File: src/rtl/cordic_pkg.sv
// Shared constants and types for the CORDIC phase source and rotation core.
package cordic_pkg;
  localparam int unsigned PHASE_W    = 32;
  localparam int unsigned ANGLE_W    = 16;
  localparam int unsigned ANGLE_FRAC = 13;

  localparam logic [15:0] PI_Q2_13      = 16'h6488;
  localparam logic [15:0] HALF_PI_Q2_13 = 16'h3244;

  typedef logic signed [15:0] angle_t;
endpackage

File: src/rtl/cordic_phase_fold.sv
// Combinational fold of a full-circle phase into [-pi/2, pi/2] and scaling
// of the folded value to a Q2.13 radian angle with round-half-up.
module cordic_phase_fold
  import cordic_pkg::*;
(
  input  logic [PHASE_W-1:0] phase_in,
  output angle_t             angle_out,
  output logic               neg_out
);

  logic [31:0] r_s;
  logic [16:0] s_s;
  logic [32:0] p_s;
  logic [32:0] p_rnd_s;
  logic        unused_fold_s;

  // Quadrants 1 and 2 are shifted by pi, so the rotated result must be negated.
  always_comb begin
    case (phase_in[31:30])
      2'b01, 2'b10: begin
        r_s     = phase_in - 32'h8000_0000;
        neg_out = 1'b1;
      end
      default: begin
        r_s     = phase_in;
        neg_out = 1'b0;
      end
    endcase
    // r lies in [-2^30, 2^30), so bit 30 already carries the sign of r >>> 14.
    s_s       = r_s[30:14];
    p_s       = {{16{s_s[16]}}, s_s} * {17'd0, PI_Q2_13};
    p_rnd_s   = p_s + 33'd65536;
    angle_out = $signed(p_rnd_s[32:17]);
  end

  assign unused_fold_s = ^{r_s[31], r_s[13:0], p_rnd_s[16:0]};

endmodule

File: src/rtl/cordic_phase_gen.sv
// Phase accumulator feeding a two-register fold/scale pipeline with a
// valid/ready output; every register advances only when the output can move.
module cordic_phase_gen #(
  parameter int PHASE_W = 32,
  parameter int ANGLE_W = 16
) (
  input  logic               clk,
  input  logic               rst,
  input  logic [PHASE_W-1:0] ftw_in,
  input  logic               ftw_load,
  input  logic               phase_clr,
  input  logic               run,
  output logic               out_valid,
  input  logic               out_ready,
  output logic [ANGLE_W-1:0] angle_out,
  output logic               neg_xy
);
  import cordic_pkg::*;

  logic [PHASE_W-1:0] ftw_q, ftw_d;
  logic [PHASE_W-1:0] acc_q, acc_d;
  logic               s1_vld_q, s1_vld_d;
  logic [PHASE_W-1:0] s1_phase_q, s1_phase_d;
  logic               s2_vld_q, s2_vld_d;
  angle_t             s2_angle_q, s2_angle_d;
  logic               s2_neg_q, s2_neg_d;
  logic               out_vld_q, out_vld_d;
  angle_t             out_angle_q, out_angle_d;
  logic               out_neg_q, out_neg_d;

  logic               adv_s;
  logic               issue_s;
  angle_t             fold_angle_s;
  logic               fold_neg_s;

  cordic_phase_fold u_fold (
    .phase_in  (s1_phase_q),
    .angle_out (fold_angle_s),
    .neg_out   (fold_neg_s)
  );

  // Next-state: clear beats advance; a stalled output freezes everything but ftw.
  always_comb begin
    adv_s       = !out_vld_q || out_ready;
    issue_s     = run && adv_s && !phase_clr;
    acc_d       = acc_q;
    s1_vld_d    = s1_vld_q;
    s1_phase_d  = s1_phase_q;
    s2_vld_d    = s2_vld_q;
    s2_angle_d  = s2_angle_q;
    s2_neg_d    = s2_neg_q;
    out_vld_d   = out_vld_q;
    out_angle_d = out_angle_q;
    out_neg_d   = out_neg_q;

    if (ftw_load) begin
      ftw_d = ftw_in;
    end else begin
      ftw_d = ftw_q;
    end

    if (phase_clr) begin
      acc_d     = '0;
      s1_vld_d  = 1'b0;
      s2_vld_d  = 1'b0;
      out_vld_d = 1'b0;
    end else if (adv_s) begin
      s1_vld_d    = issue_s;
      s1_phase_d  = acc_q;
      s2_vld_d    = s1_vld_q;
      s2_angle_d  = fold_angle_s;
      s2_neg_d    = fold_neg_s;
      out_vld_d   = s2_vld_q;
      out_angle_d = s2_angle_q;
      out_neg_d   = s2_neg_q;
      if (issue_s) begin
        acc_d = acc_q + ftw_q;
      end else begin
        acc_d = acc_q;
      end
    end else begin
      acc_d = acc_q;
    end
  end

  // State registers with synchronous reset.
  always_ff @(posedge clk) begin
    if (rst) begin
      ftw_q       <= '0;
      acc_q       <= '0;
      s1_vld_q    <= 1'b0;
      s1_phase_q  <= '0;
      s2_vld_q    <= 1'b0;
      s2_angle_q  <= 16'sd0;
      s2_neg_q    <= 1'b0;
      out_vld_q   <= 1'b0;
      out_angle_q <= 16'sd0;
      out_neg_q   <= 1'b0;
    end else begin
      ftw_q       <= ftw_d;
      acc_q       <= acc_d;
      s1_vld_q    <= s1_vld_d;
      s1_phase_q  <= s1_phase_d;
      s2_vld_q    <= s2_vld_d;
      s2_angle_q  <= s2_angle_d;
      s2_neg_q    <= s2_neg_d;
      out_vld_q   <= out_vld_d;
      out_angle_q <= out_angle_d;
      out_neg_q   <= out_neg_d;
    end
  end

  assign out_valid = out_vld_q;
  assign angle_out = out_angle_q;
  assign neg_xy    = out_neg_q;

endmodule

File: config.mk
export PLATFORM = sky130hd
export DESIGN_NAME = cordic_phase_gen
export DESIGN_NICKNAME = d
export VERILOG_FILES = /design/src/rtl/cordic_pkg.sv /design/src/rtl/cordic_phase_fold.sv /design/src/rtl/cordic_phase_gen.sv
export SDC_FILE = /design/constraint.sdc
export NUM_CORES = 1
export LEC_CHECK = 0
export ABC_AREA = 0
export BUFFER_PORTS_ARGS = -buffer_cell sky130_fd_sc_hd__buf_2
export CELL_PAD_IN_SITES_DETAIL_PLACEMENT = 0
export CELL_PAD_IN_SITES_GLOBAL_PLACEMENT = 1
export CORE_UTILIZATION = 43
export CTS_BUF_LIST = sky130_fd_sc_hd__clkbuf_16
export CTS_CLUSTER_DIAMETER = 30
export DETAILED_ROUTE_END_ITERATION = 8
export PLACE_DENSITY_LB_ADDON = 0.12
export SLEW_MARGIN = 20
export SYNTH_ARGS = -nofsm -noshare
export SYNTH_HDL_FRONTEND = slang
export SYNTH_SLANG_ARGS = --single-unit
File: constraint.sdc
create_clock -name clk -period 4.7 [get_ports clk]
set_input_delay 0.235 -clock clk [delete_from_list [all_inputs] [get_ports clk]]
set_output_delay 0.235 -clock clk [all_outputs]
set_load 0.05 [all_outputs]
# == Yosys cells after proc, flatten, opt, wreduce, memory -nomap -nowiden ==
# Index checks and enable logic that the tools add are counted.
# Widths: inputs -> output; s select.
# op_classes
n_addsub,3
mul,1
n_div,0
magnitude_cmp,0
n_eq_ne,2
n_shift,0
muxes,2
bitwise,1
reduce_logical,9
# op_table
operator,count
$add 33x17->33 const B,1
$mul 33x12->30 const B,1
$add 32x32->32,1
$mux 31,1
$sub 31x1->31 const B,1
$reduce_and 2->1,2
$reduce_or 2->1,2
$eq 2x1->1 const B,1
$eq 2x2->1 const B,1
$logic_and 1x1->1,2
$logic_not 1->1,2
$logic_or 1x1->1,1
$mux 1,1
$not 1->1,1
# word_totals
reg_bits,133
latch_bits,0
ram_bits,0
romBits,0
in_bits,38
out_inout_bits,18
n_memories,0

# == Depth between registers and ports, before layout ==
# logic_depth
ltp_word,5
ltp_mapped,19
depth_no_buf,19

# == Modules after synthesis ==
# A second synthesis with hierarchy kept.
# unflattened
cells_unflattened,1180
area_unflattened_um2,9924.5
# by_module_without_submodules
mod,instances,cells_each,area_each_um2,seq_area_each_um2
cordic_phase_gen,1,783,6294.8,2662.6
cordic_phase_fold,1,397,3629.7,0.0

# == Least setup slack after synthesis ==
# No wires, ideal clock.
# synth_timing
kind,reg-to-reg
from,reg s1_phase_q[15]
to,reg s2_angle_q[15]
arrival_time_ps,4879
setup_slack_ps,-282
stages_incl_launch_ff,19
n_path_buf,0
path_cell_list,dfxtp_1 -> ha_1 -> inv_1 -> fa_1 -> inv_1 -> fa_1 -> fa_1 -> ha_1 -> ha_1 -> a21oi_1 -> o21ai_2 -> a41oi_4 -> o21ai_0 -> a21oi_1 -> nand3_1 -> nor4_4 -> and3_1 -> o211ai_1 -> a2111oi_2
# synth_via
elab_chain_len,4
# synth_lines
element,line_no,source
"start, declared",cordic_phase_gen.sv:23,"logic [PHASE_W-1:0] s1_phase_q, s1_phase_d;"
"start signal, assigned",cordic_phase_gen.sv:103,s1_phase_q <= s1_phase_d;
$sub 31x1->31,cordic_phase_fold.sv:21,r_s = phase_in - 32'h8000_0000;
$mux 31 (*),cordic_phase_fold.sv:19,case (phase_in[31:30])
$mul 33x12->30 (*),cordic_phase_fold.sv:31,"p_s = {{16{s_s[16]}}, s_s} * {17'd0, PI_Q2_13};"
$add 33x17->33 (*),cordic_phase_fold.sv:32,p_rnd_s = p_s + 33'd65536;
"end signal, assigned",cordic_phase_gen.sv:105,s2_angle_q <= s2_angle_d;
"end, declared",cordic_phase_gen.sv:25,"angle_t s2_angle_q, s2_angle_d;"
# Every way passes the cells marked *; elsewhere a longest branch is shown, timed or not.
# A chain may end at the register's enable or synchronous reset.

# == Final worst setup path ==
# layout_timing
from,reg s1_phase_q[16]
to,reg s2_angle_q[15]
# Same word-level chain as after synthesis.

==> results.ini <==
[sta]
slew_headroom=0.340
skew_ps=15.0
period_needed_ps=4870
worst_slew_pin_slew_ps=989
hold_viol=0
fin_crit_sh=1.04
grt_setup_unrepaired=true
postLayoutSetupSlackWorst_ps=-167
slew_violations=0
tns_ps=-633
hold_ws_ps=36.8
fmax_mhz=205
final-setup-viol-count=7

[grt]
grt_pass1_vias=7462
antenna_found_initial=0
grt_max_degree=85
grt_usage=0.211
grt_remaining_overflow=0
grt_pass1_wl_um=35900

[clocking]
cts_buffer_depth=2
cts_buffers=17
h-tree-depth=4
insertion_delay_ps=430
cts_hold_buf=0
cts.reportedPaths.clkPinSlew_ps=70
clock-root-buffer=clkbuf_16
cts_tree=built
cts_sinks=119

[die]
die_height_um=146
io_pins=56
die_area_um2=21200
num_rows=52
initial_utilization=0.438
core_um2=20200
fp.dieW_um=146

[worst_hold_path]
hp-start=ftw_in[3]
min_to=ftw_q[3]
holdPathStages=3
hold_class=in2reg

[cells_and_area]
drive_gt1_frac=0.241
seqCellArea_um2=2410
multi_input_area_um2=6660
final_common_cell=nand2_1
synthToLayoutAreaGrowth_pct=24.8
antenna-diode-count=0
final_cell_mix=135 x nand2_1, 108 x dfxtp_1, 90 x a21oi_1
fillers=1903
fin_nets=1318
design_area_um2=11100

[setup_path]
cp-startpoint=s1_phase_q[16]
crit_path_max_fanout=6
critPathCaptureType=register
slowest_stage=fa_2
cpLargestDelayFamily=adder cells
slowest_delay_ps=540
cp-start-kind=register
critical_path_buf_inv_count=2
r2r.worst_path.cells=18
reg2reg_slack_ps=-170
worstPathRequired_ps=5020
path_common_cell=ha_4
critical_path.cell_chain=ha_4, inv_2, fa_1, inv_2, fa_2, fa_1, ha_4, ha_4, and3_4, o2111a_1, o21a_2, nor2_4, o311ai_4, nand3_2, nor4_4, and3_1, a211oi_1, a2111oi_2
critPathKind=reg2reg
rr_endpoint=s2_angle_q[15]
arrival_ps=5190
rr_startpoint=s1_phase_q[16]

[detailed_routing]
drtIter0Drc=209
drcViolationCount=1
wl_um=21100
dr_total_vias=7317
first_pass_iters=6
routedWlPerCell_um=14.9
antenna_left=0
viasPerCell=5.17

[place]
placed_area_um2=10100
dp_hpwl_um=15700
port_buffers=55
place_congestion=0.799
pre_cts_ws_ps=-204

[power_and_ir_drop]
ir_worst_vdd_v=0.000225
combPwrFrac=0.100
p_int_uw=1950
p_clk_frac=0.509
p_leak_uw=0.00525
switching_share=0.278
power_density_nw_per_um2=244
pwr-share-seq=0.392
power_switching_uw=752

[run_status]
violations=DRC, setup timing
status=finished with violations

[synth]
async_flop_share=0
syn_inst=1015
synth_edf_count=0
synth_top_flop_cell=dfxtp_1
synth_nets=1201
ys_types=70
post-synth-top-area-cell=dfxtp_1
ys_seq_area_frac=0.269
ys_ff_latch=119
synth_area_leaders=dfxtp_1 27%, ha_1 15%, fa_1 9.0%, nand2_1 5.8%, a21oi_1 5.4%
syn-cell-area_um2=8870
syn_area_per_cell_um2=8.74
yosysWarnings=0
synth_top_area_frac=0.269

[flow_run]
maxCapViolations=0

==> flip-flops by register name, indices dropped and copies added, names as in the netlist <==
register and count:
acc_q 32, ftw_q 32, s1_phase_q 18, angle_out 16, s2_angle_q 16, neg_xy 1, out_valid 1, s1_vld_q 1
s2_neg_q 1, s2_vld_q 1
==> layer usage <==
layer,routed length (um),up-vias,global-route usage
li1,-,3810,-
met1,9450,3407,0.248
met2,10800,76,0.392
met3,444,24,0.0329
met4,348,0,0.0663
met5,0,-,0
==> cells in the mapped netlist, types with 5 or more instances <==
library cell,instances
nand3_1,29
xnor2_1,38
ha_1,108
dfxtp_1,119
and2_1,6
nor2b_1,10
nand2_1,137
or3_1,6
nor3_1,10
o21bai_1,5
buf_1,10
a31oi_1,6
inv_1,39
a21oi_1,95
nand2b_1,6
nand4_1,7
mux2i_1,36
or2_2,7
a211oi_1,20
xor2_1,23
a21o_1,20
clkbuf_1,28
o211ai_1,5
and3_1,10
o21ai_0,29
fa_1,40
mux2_2,8
nor2_1,86
o21a_1,6
==> how the worst max path moves through the flow <==
stage                     cells after the start             end  slack [ps]
after global placement                       15  s2_angle_q[15]        -160
after floorplan                              19  s2_angle_q[15]           5
after detailed placement                     15  s2_angle_q[15]        -200
after CTS                                    19  s2_angle_q[15]        -150
after global routing                         18  s2_angle_q[15]        -360
final                                        18  s2_angle_q[15]        -170
==> cell families after synthesis <==
logic type,Yosys count,share of synthesized area
AO/OA/AOI/OAI,226,0.167
adder cells (fa/ha/maj),148,0.243
AND/OR/NAND/NOR,337,0.176
flip-flops,119,0.269
multiplexers,44,0.0508
buffers and inverters,80,0.0350
XOR/XNOR,61,0.0602
==> layout make-up <==
class	count	area share
clock buffers	17	0.0384
clock inverters	15	0.0164
inverters	39	0.0132
multi-input cells	816	0.602
flip-flops and latches	119	0.217
well taps	270	0.0305
repair buffers	139	0.0825
==> worst register-to-register path, stage by stage (launching register included) <==
cell	delay, ps
dfxtp_4	360
ha_4	260
inv_2	30
fa_1	500
inv_2	40
fa_2	540
fa_1	440
ha_4	190
ha_4	280
and3_4	210
o2111a_1	210
o21a_2	170
nor2_4	60
o311ai_4	240
nand3_2	150
nor4_4	420
and3_1	240
a211oi_1	90
a2111oi_2	330
==> power groups by stage <==
| stage | sequential, uW | combinational, uW | clock [uW] |
|---|---|---|---|
| 2_1_floorplan | 1090 | 179 | 0 |
| 3_3_place_gp | 1080 | 262 | 0 |
| 3_5_place_dp | 1080 | 263 | 0 |
| 4_1_cts | 1060 | 268 | 1410 |
| 5_1_grt | 1060 | 303 | 1460 |
| 6_report | 1060 | 270 | 1380 |
==> per-stage QoR <==
stage / total power, uW / std cells / utilization
floorplan: 1270 / 1015 / -
detailed placement: 1350 / 1373 / 0.500
global placement: 1350 / 1373 / 0.500
CTS: 2740 / 1411 / 0.540
finish: 2710 / 1415 / 0.547
global route: 2830 / 1415 / 0.547
==> repair_timing <==
action	CTS	global route
pin swaps	12	10
endpoints found under the setup margin	8	11
setup buffers	6	5
resized for setup	29	20
No activity file was read; power rests on OpenSTA's default activity.
